### src/rtl/serial_adder_pkg.sv
// serial_adder_pkg
// Shared definitions for the bit-serial adder slice.
//   sa_state_t   : controller state (IDLE, SHIFT, DONE)
//   SA_WIDTH_DEF : default operand width
package serial_adder_pkg;

    typedef enum logic [1:0] {
        IDLE,
        SHIFT,
        DONE
    } sa_state_t;

    localparam int SA_WIDTH_DEF = 8;

endpackage

### src/rtl/full_adder_st.sv
// full_adder_st
// Single-bit full adder built from two half adders and an OR of their carries.
//   a, b, cin : input bits
//   sum       : a ^ b ^ cin
//   carry     : majority(a, b, cin)
module full_adder_st (
    input  logic a,
    input  logic b,
    input  logic cin,
    output logic sum,
    output logic carry
);

    logic s0;
    logic c0;
    logic c1;

    half_adder_st u_ha0 (
        .a     (a),
        .b     (b),
        .sum   (s0),
        .carry (c0)
    );

    half_adder_st u_ha1 (
        .a     (s0),
        .b     (cin),
        .sum   (sum),
        .carry (c1)
    );

    // The two half-adder carries can never both be 1, so OR suffices.
    assign carry = c0 | c1;

endmodule

### src/rtl/half_adder_st.sv
// half_adder_st
// Single-bit half adder cell.
//   a, b  : input bits
//   sum   : a XOR b
//   carry : a AND b
module half_adder_st (
    input  logic a,
    input  logic b,
    output logic sum,
    output logic carry
);

    assign sum   = a ^ b;
    assign carry = a & b;

endmodule

### src/rtl/serial_adder.sv
// serial_adder
// Bit-serial adder: accepts two WIDTH-bit operands plus carry-in, adds them one
// bit per clock LSB first through a single full-adder cell, and returns the
// WIDTH-bit sum and carry-out on an output handshake.
//   clk, rst_n           : clock, asynchronous active-low reset
//   in_valid / in_ready  : operand handshake (a, b, cin)
//   out_valid / out_ready: result handshake (sum, cout)
module serial_adder
    import serial_adder_pkg::*;
#(
    parameter int WIDTH = SA_WIDTH_DEF
) (
    input  logic             clk,
    input  logic             rst_n,
    input  logic             in_valid,
    output logic             in_ready,
    input  logic [WIDTH-1:0] a,
    input  logic [WIDTH-1:0] b,
    input  logic             cin,
    output logic             out_valid,
    input  logic             out_ready,
    output logic [WIDTH-1:0] sum,
    output logic             cout
);

    localparam int CW = $clog2(WIDTH);

    sa_state_t        state;
    logic [WIDTH-1:0] a_sr;
    logic [WIDTH-1:0] b_sr;
    logic [WIDTH-1:0] s_sr;
    logic             c_q;
    logic [CW-1:0]    count;
    logic             fa_s;
    logic             fa_c;

    full_adder_st u_fa (
        .a     (a_sr[0]),
        .b     (b_sr[0]),
        .cin   (c_q),
        .sum   (fa_s),
        .carry (fa_c)
    );

    // Controller and datapath registers. Sum bits enter at the MSB so that after
    // WIDTH shifts the first (LSB) result bit has reached bit 0.
    always_ff @(posedge clk or negedge rst_n) begin
        if (!rst_n) begin
            state <= IDLE;
            a_sr  <= '0;
            b_sr  <= '0;
            s_sr  <= '0;
            c_q   <= 1'b0;
            count <= '0;
        end else begin
            case (state)
                IDLE: begin
                    if (in_valid) begin
                        a_sr  <= a;
                        b_sr  <= b;
                        c_q   <= cin;
                        count <= '0;
                        state <= SHIFT;
                    end
                end
                SHIFT: begin
                    s_sr  <= {fa_s, s_sr[WIDTH-1:1]};
                    c_q   <= fa_c;
                    a_sr  <= {1'b0, a_sr[WIDTH-1:1]};
                    b_sr  <= {1'b0, b_sr[WIDTH-1:1]};
                    count <= count + CW'(1);
                    if (count == CW'(WIDTH - 1)) begin
                        state <= DONE;
                    end
                end
                DONE: begin
                    if (out_ready) begin
                        state <= IDLE;
                    end
                end
                default: begin
                    state <= IDLE;
                end
            endcase
        end
    end

    // Handshake flags depend on the state register alone.
    assign in_ready  = (state == IDLE);
    assign out_valid = (state == DONE);
    assign sum       = s_sr;
    assign cout      = c_q;

endmodule

### config.mk
export PLATFORM = sky130hd
export DESIGN_NAME = serial_adder
export DESIGN_NICKNAME = d
export VERILOG_FILES = /design/src/rtl/serial_adder_pkg.sv /design/src/rtl/full_adder_st.sv /design/src/rtl/half_adder_st.sv /design/src/rtl/serial_adder.sv
export SDC_FILE = /design/constraint.sdc
export NUM_CORES = 1
export LEC_CHECK = 0
export CELL_PAD_IN_SITES_DETAIL_PLACEMENT = 1
export CELL_PAD_IN_SITES_GLOBAL_PLACEMENT = 2
export CORE_MARGIN = 2
export CORE_UTILIZATION = 33
export CTS_CLUSTER_SIZE = 8
export DETAILED_ROUTE_END_ITERATION = 8
export GPL_ROUTABILITY_DRIVEN = 0
export GPL_TIMING_DRIVEN = 0
export PLACE_DENSITY_LB_ADDON = 0.15
export SETUP_SLACK_MARGIN = 0.4
export SYNTH_ARGS = -nofsm -noshare
export SYNTH_HDL_FRONTEND = slang
export SYNTH_SLANG_ARGS = --single-unit
### constraint.sdc
create_clock -name clk -period 1.93 [get_ports clk]
set_input_delay 0.386 -clock clk [delete_from_list [all_inputs] [get_ports clk]]
set_output_delay 0.386 -clock clk [all_outputs]
set_load 0.1 [all_outputs]
==> results.md <==
- WP buf/inv: 3
- Final worst slack: 311 ps
- Cell Area, Placed: 1840 um2
- Worst endpoint data arrival time: 1230 ps
- Post-Route WL: 3.49 mm
- Initial antenna violation count: 0
- Final ANT Viol Nets: 0
- Tmin final: 1620 ps
- Grt ovf: 0
- Row count: 24
- EDFF count, synth: 0
- Final hold viol count: 0
- Crit path max-delay family: buffers and inverters
- R2r startpoint: state[0]
- Post-route setup TNS: 0 ps
- Worst-margin pin slew: 766 ps
- Yosys Warn Count: 0
- Clk buf depth: 2
- DRT iter0 DRCs: 40
- Switching pwr: 1770 uW
- Clock-pin slew on the worst setup and hold paths: approximately 60 ps
- Setup crit end kind: output pin
- RSZ-0062 raised after global routing: yes
- Critical path's slowest cell: dfrtp_1
- Top cell type by total area after synthesis: dfrtp_1
- Worst skew pair latency: 270 ps
- CP Launch Point: state[0]
- Async SR Flop Fraction: 100%
- VDD IR-drop max: 762 uV
- CTS tree: built
- Max-slew violations: 0
- Largest net degree at the start of global routing: 31
- Hold_ws: 279 ps
- Sequential Power Share: 29.7%
- Die Wd: ~70 um
- Setup WS pre-CTS: -552 ps
- Register area share after synthesis: 51.8%
- Combinational power share: 56.8%
- Floorplan Core Area: 4290 um2
- Ranking of synthesized cells by area: dfrtp_1 52%, o221a_2 7.0%, or4b_1 6.2%, mux2_2 6.2%, nor3b_1 3.1%
- Status: finished, final reports clean
- Post-route design area: 1980 um2
- Syn Inst Count: between 100 and 150
- Maxcap violations: 0
- Post-synth cell types: 27
- CP max FO: 6
- Cell Area, Synth: 1450 um2
- H-tree Lvls: 2
- Setup-failing EPs final: 0
- Overall routing resource usage: 15.3%
- Most common cell in the netlist: dfrtp_1
- Pint: 2020 uW
- Num CTS Buffers: 5
- Synthesis-to-finish area growth: 36.5%
- Post-Syn Nets: approximately 140
- Tot Pwr: 3790 uW
- Net Sw Frac: 46.8%
- Crit Path Category: flop to output pin
- Vias in the first global route: between 1000 and 1500
- Port bufs: 31
- Nets: 177
- Detailed Place HPWL: about 2.4 mm
- Clock Skews: 3.52 ps
- First-pass GRT wire length: 5.91 mm
- Synthesized flop and latch total: 30
- Routed WL per cell: 17.0 um
- DRC viols: 0
- Top FF cell, synth: dfrtp_1
- Synth cell count leaders: 30 x dfrtp_1, 9 x o221a_2, 9 x or4b_1
- Hold WC Path Type: primary input to async pin
- Max-slew headroom: 48.9%
- Die area: 4940 um2
- IO Pins: 32
- Vias/cell: 5.22
- Crit start category: flop
- Die Height: about 70 um
- Via Count: 1076
- Clock power frac: 13.6%
- Power per Cell Area: 1910 nW/um2
- Router iterations before antenna repair: 4
- Cell leakage power: between 0.0008 and 0.0009 uW
- Initial Utilization: 33.8%
- Maximum clock rate: slightly above 600 MHz
- Num Clock Sinks: 30
- CTS root buffer: clkbuf_8
- CP cell instances: buf_6 > buf_8 > nor2_4 > buf_12
- Mapped Avg Cell Area: 13.1 um2
- Final worst-path cycle share: 83.9%
- Crit path largest cell delay: 390 ps
- Layout cell share with drive strength beyond 1: a little under two fifths
- Hold-fix buffers, CTS: 0
- Yosys top cell area share: approximately half
- Antenna cells: 0
- Worst Path Required: 1540 ps
[registers in the layout (all words and copies together), names as in the netlist]
signal,count
state,2
sum,8
a_sr,8
cout,1
count,3
b_sr,8
[power by group through the flow]
stage	clock network (uW)	registers (uW)	logic [uW]
after floorplan	0	1780	949
after global placement	0	1130	2050
after detailed placement	0	1150	2120
after CTS	532	1130	2140
after global routing	564	1180	2280
final	514	1120	2150
[path summary, 6_finish.rpt]
kind,to,slack (ps),cells after the start
worst min-delay path,a_sr[3],280,1
worst max-delay path,in_ready,310,4
max in group asynchronous,cout,1090,1
worst max register to register,a_sr[2],400,5
min in group clk,count[0],510,1
worst min register to register,count[0],510,1
[per-stage QoR]
stage	utilization (%)	cells
6_report	46.1	206
5_1_grt	46.1	206
4_1_cts	45.4	205
3_5_place_dp	42.9	194
3_3_place_gp	42.9	194
2_1_floorplan	-	111
[repair_timing]
item | CTS | global route
endpoints found under the setup margin | 60 | 20
setup buffers | 3 | 1
resized for setup | 73 | 7
pin swaps | 0 | 1
cloned | 0 | 0
hold endpoints to repair | 0 | 0
[cell families (layout without fill, tap and decap cells)]
| group | after synthesis | in the layout | share of synthesized area, % |
|---|---|---|---|
| DFF | 30 | 30 | 51.8 |
| adders and majority gates | 3 | 3 | 3.11 |
| and+or+nand+nor | 29 | 29 | 16.7 |
| buffers and inverters | 17 | 60 | 6.30 |
| AOI/OAI and AO/OA | 23 | 23 | 15.3 |
| muxes | 9 | 9 | 6.90 |
[routing by layer]
layer	up-vias	share of wire, %	track usage (%)
li1	506	-	-
met1	544	45	19.4
met2	21	50	25.2
met3	5	3.8	4.18
met4	0	0.97	5.13
met5	-	0	0
[placed cells by master, fill, tap and decap left out, drive strengths merged, types with 3 or more instances in the layout]
cell	Yosys	layout
dfrtp	30	30
buf	9	24
clkdlybuf4s50	0	18
or4b	9	9
o221a	9	9
mux2	8	8
clkbuf	1	8
inv	7	7
nor3b	6	6
nor4b	4	4
a211oi	4	4
nor2b	4	4
a22o	3	3
[final cells by class]
class,instances,area [um2]
fill,460,2310
sequential,30,756
multi-input combinational,64,633
timing repair buffer,35,322
clock buffer,7,86.3
buffer,10,86.3
tap,52,65.1
inverter,7,26.3
clock inverter,1,5.00
Power figures use the tool's default switching activity.
